## config.mk

```make
export PLATFORM = sky130hd
export DESIGN_NAME = reg_file_32x32
export DESIGN_NICKNAME = d
export VERILOG_FILES = /design/src/rtl/reg_file_32x32_pkg.sv /design/src/rtl/reg_file_32x32_read_port.sv /design/src/rtl/reg_file_32x32.sv
export SDC_FILE = /design/constraint.sdc
export NUM_CORES = 2
export LEC_CHECK = 0
export BUFFER_PORTS_ARGS = -buffer_cell sky130_fd_sc_hd__buf_2
export CORE_MARGIN = 4
export CORE_UTILIZATION = 32
export CTS_CLUSTER_DIAMETER = 100
export DETAILED_ROUTE_END_ITERATION = 10
export GPL_ROUTABILITY_DRIVEN = 0
export SLEW_MARGIN = 20
export SYNTH_ARGS = -nofsm -noshare
export SYNTH_HDL_FRONTEND = slang
export SYNTH_HIERARCHICAL = 1
export SYNTH_SLANG_ARGS = --single-unit
```

## constraint.sdc

```tcl
create_clock -name clk -period 33.8 [get_ports clk]
set_input_delay 6.76 -clock clk [delete_from_list [all_inputs] [get_ports clk]]
set_output_delay 6.76 -clock clk [all_outputs]
set_load 0.1 [all_outputs]
```

## src/rtl/reg_file_32x32_pkg.sv

```systemverilog
// Shared definitions for the general-purpose register file.
//   REG_ADDR_W / REG_DATA_W : default address and data widths
//   REG_ZERO / REG_SP / REG_RA : named register indices (REG_RA is the
//                                jal link-register writeback target)
package reg_file_32x32_pkg;

    localparam int REG_ADDR_W = 5;
    localparam int REG_DATA_W = 32;

    localparam logic [REG_ADDR_W-1:0] REG_ZERO = 5'd0;
    localparam logic [REG_ADDR_W-1:0] REG_SP   = 5'd29;
    localparam logic [REG_ADDR_W-1:0] REG_RA   = 5'd31;

endpackage

```

## src/rtl/reg_file_32x32_read_port.sv

```systemverilog
// reg_read_port: one combinational read mux over the register array.
//   rst   : reset level. While it is high, the bypass path is suppressed so
//           the port reads the (cleared) array.
//   regs  : whole storage array, packed by register index.
//   raddr : read address.
//   rdata : read data. Address 0 always reads 0.
//   we / waddr / wdata : the current write request, used only when BYPASS=1
//           for write-first forwarding.
module reg_read_port
    import reg_file_32x32_pkg::*;
#(
    parameter int DATA_W = REG_DATA_W,
    parameter int ADDR_W = REG_ADDR_W,
    parameter int BYPASS = 0
) (
    input  logic                                 rst,
    input  logic [2**ADDR_W-1:0][DATA_W-1:0]     regs,
    input  logic [ADDR_W-1:0]                    raddr,
    input  logic                                 we,
    input  logic [ADDR_W-1:0]                    waddr,
    input  logic [DATA_W-1:0]                    wdata,
    output logic [DATA_W-1:0]                    rdata
);

    always_comb begin
        rdata = regs[raddr];
        // Write-first forwarding; rst blocks the write, so it blocks this too.
        if (BYPASS != 0 && we && !rst && waddr == raddr)
            rdata = wdata;
        // Register 0 wins over everything, bypass included.
        if (raddr == ADDR_W'(REG_ZERO))
            rdata = '0;
    end

endmodule

```

## src/rtl/reg_file_32x32.sv

```systemverilog
// reg_file_32x32: 32 x DATA_W general-purpose register file.
//   clk, rst          : clock (rising edge) and async active-high reset.
//   raddr1/rdata1     : read port 1 (ALU operand a), combinational.
//   raddr2/rdata2     : read port 2 (ALU operand b / store data), combinational.
//   we/waddr/wdata    : one synchronous write per cycle; address 0 dropped.
//   dbg_addr/dbg_data : read-only debug port, never bypassed.
// BYPASS must be 0 in the single-cycle datapath: wdata is a combinational
// function of rdata through the ALU, so forwarding would form a loop.
module reg_file_32x32
    import reg_file_32x32_pkg::*;
#(
    parameter int DATA_W = REG_DATA_W,
    parameter int ADDR_W = REG_ADDR_W,
    parameter int BYPASS = 0
) (
    input  logic              clk,
    input  logic              rst,
    input  logic [ADDR_W-1:0] raddr1,
    input  logic [ADDR_W-1:0] raddr2,
    output logic [DATA_W-1:0] rdata1,
    output logic [DATA_W-1:0] rdata2,
    input  logic              we,
    input  logic [ADDR_W-1:0] waddr,
    input  logic [DATA_W-1:0] wdata,
    input  logic [ADDR_W-1:0] dbg_addr,
    output logic [DATA_W-1:0] dbg_data
);

    localparam int DEPTH  = 2**ADDR_W;
    localparam int NUM_RD = 2;

    logic [DEPTH-1:0][DATA_W-1:0]  regs;
    logic [NUM_RD-1:0][ADDR_W-1:0] raddr_v;
    logic [NUM_RD-1:0][DATA_W-1:0] rdata_v;

    // Storage and write. Entry 0 is never written, so it stays 0 from reset.
    always_ff @(posedge clk or posedge rst) begin
        if (rst)
            regs <= '0;
        else if (we && waddr != ADDR_W'(REG_ZERO))
            regs[waddr] <= wdata;
    end

    assign raddr_v = {raddr2, raddr1};
    assign rdata1  = rdata_v[0];
    assign rdata2  = rdata_v[1];

    // Datapath read ports share the bypass setting.
    for (genvar p = 0; p < NUM_RD; p++) begin : g_rd
        reg_read_port #(
            .DATA_W (DATA_W),
            .ADDR_W (ADDR_W),
            .BYPASS (BYPASS)
        ) u_port (
            .rst   (rst),
            .regs  (regs),
            .raddr (raddr_v[p]),
            .we    (we),
            .waddr (waddr),
            .wdata (wdata),
            .rdata (rdata_v[p])
        );
    end

    // Debug port shows committed state only.
    reg_read_port #(
        .DATA_W (DATA_W),
        .ADDR_W (ADDR_W),
        .BYPASS (0)
    ) u_dbg_port (
        .rst   (rst),
        .regs  (regs),
        .raddr (dbg_addr),
        .we    (1'b0),
        .waddr ('0),
        .wdata ('0),
        .rdata (dbg_data)
    );

endmodule

```

Word-level counts from Yosys, hierarchy flattened
Cells that the tools add are included.
- register bits after elaboration: 1024
- bits of input ports: 55
- output and inout bits: 96
- logic and storage cells: 55
- order comparisons: 5
- muxes and demuxes: 12
- reduce and logical (&&, ||, !) cells: 6
- operators with widths (kind ; count):
    $bwmux W1024 ; 1
    $bmux W32 S5 ; 3
    $mux W32 ; 7
    $demux W32 S5 ; 1
    $lt A5 B6 Y1 const B ; 4
    $logic_not A5 Y1 ; 3
    $ge A5 B1 Y1 const B ; 1
    $reduce_bool A5 Y1 ; 1
    $logic_and A1 B1 Y1 ; 2

Depth between registers and ports, before layout
- depth in word-level cells: 5
- depth in mapped cells: 7
- depth with buffers taken out: 4

Cells and area by module
The synthesis kept the hierarchy.
- by module, submodules not included (module ; times used ; cells an instance ; area each (sq um) ; seq. area each (sq um)):
    reg_file_32x32 ; 1 ; 2289 ; 38080.3 ; 25624.6
    reg_read_port ; 3 ; 664 ; 8368.0 ; 0.0

Worst setup path before layout
OpenSTA, ideal clock, no wires.
- kind: input port to output port
- from: input dbg_addr[0]
- to: output dbg_data[13]
- arrival: 10178 ps
- data required time: 27040 ps
- path slack: 16862 ps
- stages: 7
- buffers on the path: 4
- cells stage by stage: buf_4 > inv_2 > buf_4 > buf_4 > clkbuf_1 > o2111ai_1 > a311oi_1
- cells in the longest elaborated chain, start to end: 3
- elaborated cells on any way between the ends: 4
- those cells by class: 3 x mux; 1 x reduce/logical
- ends and longest elaborated chain (element ; line ; text):
    start: declaration ; reg_file_32x32.sv:25 ; input logic [ADDR_W-1:0] dbg_addr,
    $bmux W32 S5 ; reg_file_32x32_read_port.sv:26 ; rdata = regs[raddr];
    $mux W32 (not written as such) ; reg_file_32x32_read_port.sv:26 ;
    $mux W32 * ; reg_file_32x32_read_port.sv:31 ; if (raddr == ADDR_W'(REG_ZERO))
    end: declaration ; reg_file_32x32.sv:26 ; output logic [DATA_W-1:0] dbg_data
Mark *: on every way between the ends. The rest lies on a longest branch, timed or not. The select of a mux whose other input is x is not followed.

Worst setup path after layout
- from: input raddr2[2]
- to: output rdata2[24]
- cells in the longest elaborated chain, start to end: 3
- elaborated cells on any way between the ends: 4
- those cells by class: 3 x mux; 1 x reduce/logical
- ends and longest elaborated chain (element ; line ; text):
    start: declaration ; reg_file_32x32.sv:19 ; input logic [ADDR_W-1:0] raddr2,
    $bmux W32 S5 ; reg_file_32x32_read_port.sv:26 ;
    $mux W32 (not written as such) ; reg_file_32x32_read_port.sv:26 ;
    $mux W32 * ; reg_file_32x32_read_port.sv:31 ;
    end: declaration ; reg_file_32x32.sv:21 ; output logic [DATA_W-1:0] rdata2,
Marks and branches as above.

==> impl_metrics.tcl <==
set metrics [dict create \
    status "complete, no violations" \
    syn_area_per_cell_um2 14.8 \
    p_leak_uw 0.0284 \
    fp.dieW_um 452 \
    r2r_end "regs[799]$_DFFE_PP0P_" \
    overflow 0 \
    die_area_um2 205000 \
    grt_usage 0.229 \
    period_share 0.536 \
    clkSinkCount 1024 \
    start_util 0.323 \
    clockRootBuffer "clkbuf_16" \
    endpoint "rdata2[24]" \
    rr_startpoint "regs[799]$_DFFE_PP0P_" \
    path_class "input port to primary output" \
    dp_slack_ns 15.70 \
    cts_buffers 108 \
    rsz0062_at_grt "no" \
    clock_latency_ns 0.77 \
    port_buffers 150 \
    syn_inst 4280 \
    period_minus_slack_ns 18.11 \
    path_max_fanout 77 \
    die_h_um 452 \
    grt_pass1_wl_um 338000 \
    drtIter0Drc 4614 \
    max-clock-path-buffers 3 \
    wl_per_cell_um 34.8 \
    required_ns 27.04 \
    setup-violations-final 0 \
    min_from "regs[12]$_DFFE_PP0P_" \
    drive_gt1_frac 0.540 \
    core_um2 196000 \
    antenna_found_initial 18 \
    endpoint_kind "primary output" \
    placed_cell_area_um2 65700 \
    finalSetupTns_ns 0 \
    crit_path_start "raddr2[2]" \
    largest_reg_flops 1024 \
    synthToLayoutAreaGrowth_pct 9.92 \
    clk_pin_slew_ns 0.06 \
    regMostFlops "regs" \
    fillers 18500 \
    cp_data_arrival_time_ns 11.35 \
    tightest_slew_ns 1.18 \
    top_regs "regs (1024)" \
    netlist_area_um2 63200 \
    vdd_drop_max_uv 43.1 \
    grt_pass1_vias 44000 \
    cts-resized-gates 0 \
    drtAntennaViolNets 0 \
    final_max_slew_viol_count 0 \
    max-cap-violations 0 \
    first_pass_iters 5 \
    cts_setup_buffers 0 \
    skew_ns 0 \
    hp-class "register to register" \
    hold_violations 0 \
    grt_max_degree 178 \
    dpl.hpwl_um 132000 \
    drc 0 \
    cts_tree "yes" \
    yosys_warnings 6 \
    fin_area_um2 69500 \
    htree_num_levels 3 \
    max_freq_ghz 0.0552 \
    final_nets 4186 \
    cp-start-kind "input port" \
    worst_slack_ns 15.69 \
    slew_headroom 0.214 \
    viasPerCell 6.37 \
    vias 43700 \
    power_density_nw_per_um2 57.8 \
    wl_um 239000 \
    rows 162 \
    syn-num-nets 4335 \
    rrSetupSlack_ns 32.96 \
    ioPinCount 151 \
    cts_hold_buf 0 \
    reg2reg_depth 1 \
]
## layer usage
layer | track usage | share of wire
met5 | 0 | 0.000067
met4 | 0.150 | 0.073
met3 | 0.0517 | 0.091
met2 | 0.358 | 0.46
met1 | 0.286 | 0.38
## how the worst min path moves through the flow
stage                                 endpoint  slack [ns]  cells after the start
final                     regs[12]$_DFFE_PP0P_        0.41                      0
after global routing       regs[6]$_DFFE_PP0P_        0.43                      0
after detailed placement  regs[23]$_DFFE_PP0P_        0.40                      0
after CTS                 regs[23]$_DFFE_PP0P_        0.42                      0
after floorplan            regs[0]$_DFFE_PP0P_        0.46                      1
after global placement     regs[7]$_DFFE_PP0P_        0.39                      0
## area by class of cell
class | instances | area (um2) | share of cell area
inverter | 4 | 26.3 | 0.000378
clock buffer | 160 | 3210 | 0.0462
tap | 2624 | 3280 | 0.0473
sequential | 1024 | 25600 | 0.369
timing repair buffer | 273 | 1870 | 0.0270
clock inverter | 40 | 523 | 0.00753
antenna | 11 | 27.5 | 0.000396
multi-input combinational | 2720 | 34900 | 0.502
## stage by stage
stage,cells,total power (uW),hold WS [ns],utilization
CTS,6844,4020,0.416,0.355
detailed placement,6644,2750,0.402,0.336
floorplan,4280,2490,0.458,-
global route,6853,4170,0.428,0.355
global placement,6643,2720,0.393,0.335
finish,6856,4020,0.412,0.355
## critical path, cell delays in order
cell	delay, ns
buf_8	0.51
buf_4	0.83
buf_4	0.86
mux2i_1	0.21
a221oi_1	0.33
o21ai_1	0.15
a311oi_1	0.98
buf_2	0.58
## cells in the final DEF, fill, tap and decap left out, types with 8 or more instances in the layout
master     instances
clkbuf_1          22
bufinv_16          9
a221oi_1          72
buf_2            141
mux2i_1          192
o21ai_1          159
buf_12             8
clkinv_2          18
mux2_1            14
nor2b_1           98
mux2_2          1074
a22oi_1           96
a311oi_2          14
buf_4            114
clkbuf_8          29
o2111ai_1         24
mux4_2           672
nand2_4            8
clkbuf_16        109
a311oi_1          82
a211oi_1          96
diode_2           11
nor2_4            15
dfrtp_1         1024
nand2_1           49
## power by group
group	switching (uW)	internal, uW	total (uW)
logic	520	549	1070
registers	218	1460	1680
clock network	544	727	1270
Note: power is estimated with default switching activity, not from simulation.
